===== src/rtl/decoded_inst_queue.sv =====
// rtl/decoded_inst_queue.sv - circular FIFO of packed decoded-instruction words, unpacked at the head
`ifndef DECODED_INST_DEFS
`define DECODED_INST_DEFS
`define OPCODE_WIDTH 7
`define INST_TYPE_SIGNAL_WIDTH 4
`define REG_ADDR_SIZE 5
`define IMM_WIDTH 32
`define VALUE_WIDTH 32
`define PC_WIDTH 32
`define DECODED_INST_WORD_WIDTH (6 + `OPCODE_WIDTH + `INST_TYPE_SIGNAL_WIDTH + 3*`REG_ADDR_SIZE + `IMM_WIDTH + `VALUE_WIDTH + `PC_WIDTH)
`endif

module decoded_inst_queue #(
    parameter int DEPTH = 4,
    parameter int PTR_W = 2
) (
    input  logic                                  clk,
    input  logic                                  rst_n,
    input  logic                                  flush,
    input  logic                                  in_valid,
    input  logic [`DECODED_INST_WORD_WIDTH-1:0]   in_word,
    output logic                                  in_ready,
    output logic                                  out_valid,
    input  logic                                  out_ready,
    output logic                                  use_rs1,
    output logic                                  use_rs2,
    output logic                                  use_rd,
    output logic                                  use_imm,
    output logic                                  read_mem,
    output logic                                  write_mem,
    output logic [`OPCODE_WIDTH-1:0]              decoded_opcode,
    output logic [`INST_TYPE_SIGNAL_WIDTH-1:0]    inst_type,
    output logic [`REG_ADDR_SIZE-1:0]             rs1_addr,
    output logic [`REG_ADDR_SIZE-1:0]             rs2_addr,
    output logic [`REG_ADDR_SIZE-1:0]             rd_addr,
    output logic [`IMM_WIDTH-1:0]                 imm,
    output logic [`VALUE_WIDTH-1:0]               value,
    output logic [`PC_WIDTH-1:0]                  npc,
    output logic [PTR_W:0]                        count
);

    localparam int              W        = `DECODED_INST_WORD_WIDTH;
    localparam logic [PTR_W:0]  FULL_CNT = (PTR_W+1)'(DEPTH);

    logic [W-1:0]     mem_q [DEPTH];
    logic [PTR_W-1:0] wr_ptr_q, wr_ptr_d;
    logic [PTR_W-1:0] rd_ptr_q, rd_ptr_d;
    logic [PTR_W:0]   count_q, count_d;
    logic             push, pop;

    // Ready depends on occupancy only: a full queue never accepts, even while popping.
    assign in_ready  = (count_q != FULL_CNT);
    assign out_valid = (count_q != '0);
    assign push      = in_valid & in_ready;
    assign pop       = out_valid & out_ready;
    assign count     = count_q;

    always_comb begin
        wr_ptr_d = wr_ptr_q;
        rd_ptr_d = rd_ptr_q;
        count_d  = count_q;
        if (flush) begin
            wr_ptr_d = '0;
            rd_ptr_d = '0;
            count_d  = '0;
        end else begin
            if (push) wr_ptr_d = wr_ptr_q + PTR_W'(1);
            if (pop)  rd_ptr_d = rd_ptr_q + PTR_W'(1);
            case ({push, pop})
                2'b10:   count_d = count_q + (PTR_W+1)'(1);
                2'b01:   count_d = count_q - (PTR_W+1)'(1);
                default: count_d = count_q;
            endcase
        end
    end

    always_ff @(posedge clk) begin
        if (!rst_n) begin
            wr_ptr_q <= '0;
            rd_ptr_q <= '0;
            count_q  <= '0;
        end else begin
            wr_ptr_q <= wr_ptr_d;
            rd_ptr_q <= rd_ptr_d;
            count_q  <= count_d;
        end
    end

    // Storage is not reset; writes are suppressed during reset and flush.
    always_ff @(posedge clk) begin
        if (rst_n && !flush && push) mem_q[wr_ptr_q] <= in_word;
    end

    assign {use_rs1, use_rs2, use_rd, use_imm, read_mem, write_mem,
            decoded_opcode, inst_type, rs1_addr, rs2_addr, rd_addr,
            imm, value, npc} = mem_q[rd_ptr_q];

endmodule

===== config.mk =====
export PLATFORM = sky130hd
export DESIGN_NAME = decoded_inst_queue
export DESIGN_NICKNAME = d
export VERILOG_FILES = /design/src/rtl/decoded_inst_queue.sv
export SDC_FILE = /design/constraint.sdc
export NUM_CORES = 1
export LEC_CHECK = 0
export ABC_AREA = 1
export CAP_MARGIN = 20
export CORE_ASPECT_RATIO = 0.9
export CORE_MARGIN = 2
export CORE_UTILIZATION = 55
export DETAILED_ROUTE_END_ITERATION = 10
export PLACE_DENSITY = 0.81
export SYNTH_ARGS = -nofsm -noshare
export SYNTH_HDL_FRONTEND = slang
export SYNTH_SLANG_ARGS = --single-unit

===== constraint.sdc =====
create_clock -name clk -period 10.6 [get_ports clk]
set_input_delay 2.65 -clock clk [delete_from_list [all_inputs] [get_ports clk]]
set_output_delay 2.65 -clock clk [all_outputs]
set_load 0.05 [all_outputs]

==> results.ini, run 1 <==
[run_status]
status = finished clean

[timing]
rsz0062_at_grt = no
fmax_mhz = 151.2
finalSetupViolCount = 0
hold_ws_ps = 541.1
final.period_utilization_pct = 62.41
tightest_slew_ps = 1072
slew_violations = 0
skew_ps = 8.339
relSlewSlack_pct = 28.53
setup_slack_ps = 3984
setup_tns_ps = 0
min_period_ps = 6616
final-hold-violation-count = 0

[cells_and_area]
fin_util_pct = 68.72
layout.cells.non_filler = 2070
nets = 1699
area_delta_synth_final_pct = 22.32
drive_gt1_share_pct = 10.13

[place]
io_buffers = 265
dp_hpwl_um = 24240
pre_cts_ws_ps = 4544
gp_congestion = 0.7338
placed_cells = 1976

[clock_network]
clkTransAtPathRegs_ps = 60
cts_resized = 0
root_buffer = clkbuf_16
cts_setup_buffers = 0
cts_tree = done
clockBufferDepth = 3
cts_made_buffers = 50
clock-sinks = 521
htree_levels = 2
hold_buffers = 0
clock_latency_ps = 560

[critical_path]
slowest_delay_ps = 890
worst-path-max-fanout = 68
crit_top_cell = buf_4
required_ps = 7950
regToRegStartpoint = count[1]
worstPathArrival_ps = 3970
endpoint_kind = output pin
cp_top_family = buffers and inverters
crit_chain = buf_4, buf_4, o21ai_0, o22ai_1, clkdlybuf4s50_1
path_buf_inv = 3
worstReg2RegEnd = mem_q[1][41]
rr_worst_depth = 5
worstSetupPathDepth = 5
worst-setup-path-type = reg2out
reg2reg_slack_ps = 7800
crit_path_top_delay_cell = clkdlybuf4s50_1
cp-endpoint = value[25]
startpoint_type = flop

[floorplan]
die_w_um = 204.1
coreArea_sq_um = 35300
row_count = 65
dieArea_sq_um = 37590
io_pins = 266
die_y_um = 184.1
initial_core_util_pct = 56.18

[power_and_ir_drop]
powerDensity_nw_per_um2 = 178.4
ir_drop_v = 0.0001542
leakage_uw = 0.007954

[routing]
first_iter_violations = 1029
finalWirelength_um = 43470
first_pass_iters = 5
vias = 11851
drc = 0
ant_nets = 0
vias_per_cell = 5.725
wl_per_cell_um = 21.00

[synthesis]
avgSynthCellArea_sq_um = 15.11
syn-cell-area_sq_um = 19830
synth-warning-count = 0
syn_inst = 1312
ys_types = 24
syn-num-nets = 1451
ys_ff_latch = 521
seq_area_frac_synth_pct = 78.45

[global_routing]
grt_pass1_vias = 11953
antenna_found_initial = 6
grt_max_degree = 190
grt_pass1_wl_um = 66070
grt.total_usage_pct = 22.83
grt.overflow.total = 0

[run]
drv_cap = 0

[min_path]
hold_path.class = reg2reg

## worst reg2reg max path, cell delays in order (launching register included)
cell      delay (ps)
dfxtp_1          380
nor2_1            90
a21boi_1         270
nand2_1          310
nor2_4           550
buf_4            780
## registers in the layout, indices dropped and copies added (netlist names), named ones only
signal,cells
count,3
mem_q,512
rd_ptr_q,2
wr_ptr_q,2
## where the power goes
| group | total, uW | internal (uW) | switching (uW) |
|---|---|---|---|
| registers | 2300 | 2290 | 8.52 |
| logic | 313 | 112 | 201 |
| clock network | 1720 | 1000 | 717 |
| total | 4330 | 3400 | 926 |
## final cells by class
| type | instances | area, sq um |
|---|---|---|
| multi-input combinational | 687 | 3654 |
| inverter | 20 | 85.08 |
| timing repair buffer | 280 | 2785 |
| antenna | 2 | 5.005 |
| tap | 469 | 586.8 |
| clock buffer | 62 | 1318 |
| clock inverter | 29 | 259.0 |
| fill | 2289 | 11040 |
| sequential | 521 | 15560 |
## cells in the mapped netlist
cell type,number,share of area [%]
edfxtp_1,512,78
nor2_1,241,4.6
o21ai_0,146,3.7
o21ai_1,112,2.8
o22ai_1,88,2.8
o22ai_2,40,2.5
clkbuf_1,37,0.70
nor2_2,30,0.95
buf_6,17,0.97
inv_1,17,0.32
buf_2,16,0.40
nand2_1,15,0.28
buf_4,9,0.34
dfxtp_1,9,0.91
ha_1,5,0.32
buf_12,4,0.40
nand3_1,4,0.10
a21oi_1,3,0.076
inv_2,2,0.038
a21boi_1,1,0.038
buf_8,1,0.076
fa_1,1,0.10
inv_4,1,0.032
nand3b_1,1,0.038
## cell usage in the layout (no fill, tap or decap), types with 5 or more instances in the layout
master	netlist	layout
buf_4	9	14
bufinv_16	0	5
clkbuf_1	37	11
clkbuf_16	0	51
clkdlybuf4s50_1	0	265
clkinv_1	0	12
clkinv_2	0	11
dfxtp_1	9	7
edfxtp_1	512	512
ha_1	5	5
inv_1	17	17
nand2_1	15	15
nor2_1	241	237
nor2_2	30	30
o21ai_0	146	146
o21ai_1	112	112
o22ai_1	88	88
o22ai_2	40	40
## how the worst min path moves through the flow
| stage | startpoint | to | slack [ps] | cells after the start |
|---|---|---|---|---|
| after floorplan | rd_ptr_q[1] | flop | 460 | 2 |
| after global placement | rd_ptr_q[0] | rd_ptr_q[0] | 510 | 2 |
| after detailed placement | rd_ptr_q[0] | rd_ptr_q[0] | 540 | 2 |
| after CTS | wr_ptr_q[0] | wr_ptr_q[0] | 550 | 2 |
| after global routing | wr_ptr_q[1] | wr_ptr_q[1] | 580 | 2 |
| final | wr_ptr_q[1] | wr_ptr_q[1] | 540 | 2 |
## cells by family (layout without fill, tap and decap cells)
family / after synthesis / after routing / synth area share [%]
other: 0 / 2 / 0
adder cells (fa/ha/maj): 6 / 6 / 0.4165
AO/OA/AOI/OAI: 390 / 390 / 11.93
buffers and inverters: 104 / 391 / 3.281
AND/OR/NAND/NOR: 291 / 291 / 5.931
flip-flops: 521 / 521 / 78.45
## layer usage
layer	up-vias	wire (um)	global-route usage, %
met5	-	57	0
li1	5449	-	-
met3	60	4043	6.559
met4	8	712	5.652
met2	446	21140	37.49
met1	5888	17520	30.32
## per-stage QoR
stage / instance area [sq um] / total power, uW
final: 24250 / 4326
after global routing: 24250 / 4457
after CTS: 24220 / 4357
after detailed placement: 22650 / 2651
after global placement: 22650 / 2642
after floorplan: 19830 / 2516
(Power assumes the default switching activity.)
==> run 2, diff against run 1 <==
Settings changed: CORE_UTILIZATION 55 to 49, PLACE_DENSITY 0.81 to 0.76.
Clock period 10.6 ns to 5.85 ns, I/O delays scaled along.
==> run 2 against run 1 <==
Total power grew 84%. Via count shrank 1.3%. Sequential share of layout area shrank 0.69 points. Sequential power up 81%. Worst hold slack got worse by 21 ps. Clock power rose by 88%. Setup slack worse by 3000 ps. Routed wire length fell by 2.3%. First-iteration DRC count is 5.0% higher.
==> results.ini, run 2 (synthesis results as in run 1) <==
[critical_path]
endpoint_kind = output pin
required_ps = 4390  ; -3560 ps
startpoint_type = flop
slowest_delay_ps = 850  ; -40 ps
worstPathArrival_ps = 3410  ; -560 ps
worst-path-max-fanout = 124  ; +82%
reg2reg_slack_ps = 3330  ; -4470 ps
crit_chain = inv_8, buf_12, o21ai_1, o22ai_1, clkdlybuf4s50_1
cp_top_family = buffers and inverters
path_buf_inv = 3  ; unchanged
crit_path_top_delay_cell = clkdlybuf4s50_1
worst-setup-path-type = reg2out

[timing]
setup_tns_ps = 0  ; unchanged
rsz0062_at_grt = no
min_period_ps = 4871
setup_slack_ps = 978.9  ; -3005 ps
fmax_mhz = 205.3
finalSetupViolCount = 0  ; unchanged
final.period_utilization_pct = 83.27
tightest_slew_ps = 1030  ; -42.47 ps
slew_violations = 0  ; unchanged
relSlewSlack_pct = 31.37  ; +2.8 points
final-hold-violation-count = 0  ; unchanged
skew_ps = 20.52  ; +12.19 ps

[run]
drv_cap = 0  ; unchanged

[floorplan]
row_count = 69  ; +6.2%
io_pins = 266  ; unchanged
die_w_um = 216.0  ; +5.8%
coreArea_sq_um = 39710  ; +13%
initial_core_util_pct = 49.93  ; -6.2 points
dieArea_sq_um = 42090  ; +12%
die_y_um = 194.8  ; +5.8%

[cells_and_area]
final-seq-area_sq_um = 15560  ; unchanged
drive_gt1_share_pct = 10.43  ; +0.30 points
largest_register_ffs = 512  ; unchanged
multiInputGateArea_sq_um = 3654  ; unchanged
mostFrequentLayoutCell = edfxtp_1
layout_common_cells = 512 x edfxtp_1, 265 x clkdlybuf4s50_1, 237 x nor2_1
nets = 1699  ; unchanged
area_delta_synth_final_pct = 23.66
regMostFlops = mem_q
n_fill_cell = 2839  ; +24%

[global_routing]
grt_pass1_wl_um = 65580  ; -0.74%
grt_max_degree = 143  ; -25%
grt.overflow.total = 0  ; unchanged
antenna_found_initial = 7  ; +1
grt_pass1_vias = 12022  ; +0.58%
grt.total_usage_pct = 20.06  ; -2.8 points

[routing]
first_iter_violations = 1080  ; +5.0%
vias = 11694  ; -1.3%
finalWirelength_um = 42470  ; -2.3%
drc = 0  ; unchanged
wl_per_cell_um = 19.87  ; -5.4%
ant_nets = 0  ; unchanged
vias_per_cell = 5.472  ; -4.4%
first_pass_iters = 5  ; unchanged

[clock_network]
clockBufferDepth = 3  ; unchanged
htree_levels = 2  ; unchanged
clock_latency_ps = 590  ; +30 ps
cts_tree = done
clock-sinks = 521  ; unchanged
root_buffer = clkbuf_16
clkTransAtPathRegs_ps = 60  ; about the same
cts_made_buffers = 51  ; +2.0%
cts_setup_buffers = 0  ; unchanged
hold_buffers = 0  ; unchanged
cts_resized = 0  ; unchanged

[place]
io_buffers = 265  ; unchanged
dp_hpwl_um = 22750  ; -6.2%
pre_cts_ws_ps = 1615  ; -2929 ps
gp_congestion = 0.7458  ; +1.6%

[power_and_ir_drop]
ir_drop_v = 0.0002604  ; +69%
leakage_uw = 0.007999  ; +0.56%
powerDensity_nw_per_um2 = 324.5  ; +82%

[min_path]
hold_path.class = reg2reg

[run_status]
status = finished clean

-- run 2: path summary, 6_finish.rpt --
path          startpoint            end  cells after the start
max                 flop      value[29]                      5
min          rd_ptr_q[1]           flop                      2
max reg2reg     count[1]  mem_q[1][100]                      5
min reg2reg  rd_ptr_q[1]           flop                      2
-- run 2: power breakdown --
part	internal [uW]	switching, uW	leakage [uW]
combinational	206	359	0.00250
sequential	4150	15.4	0.00470
clock	1890	1340	0.000803
-- run 2: layout make-up --
class	count	share of cell area (%)
inverter	20	0.3572
timing repair buffer	279	11.71
clock inverter	34	1.383
antenna	4	0.04082
clock buffer	60	5.429
multi-input combinational	687	14.90
tap	532	2.715
sequential	521	63.47
-- run 2: worst reg2reg max path: stages, from the launching register on --
cell and delay (ps):
dfxtp_1 370, nor2_1 90, a21boi_1 290, nand2_1 320
nor2_4 680, buf_4 420
-- run 2: through the flow --
stage	utilization [%]	std cells	area (sq um)	total power [uW]	hold WS, ps
6_report	61.74	2137	24520	7956	520.2
5_1_grt	61.73	2135	24510	8201	550.4
4_1_cts	61.72	2133	24510	8025	520.4
3_5_place_dp	57.51	2039	22840	4803	511.8
3_3_place_gp	57.51	2039	22840	4791	469.1
2_1_floorplan	-	1312	19830	4559	459.9
-- run 2: metal layers --
metal	routed length (um)	up-vias	global-route usage [%]
met4	789	6	6.621
li1	-	5461	-
met2	20730	387	33.06
met1	17340	5785	25.56
met3	3573	55	5.978
met5	36	-	0
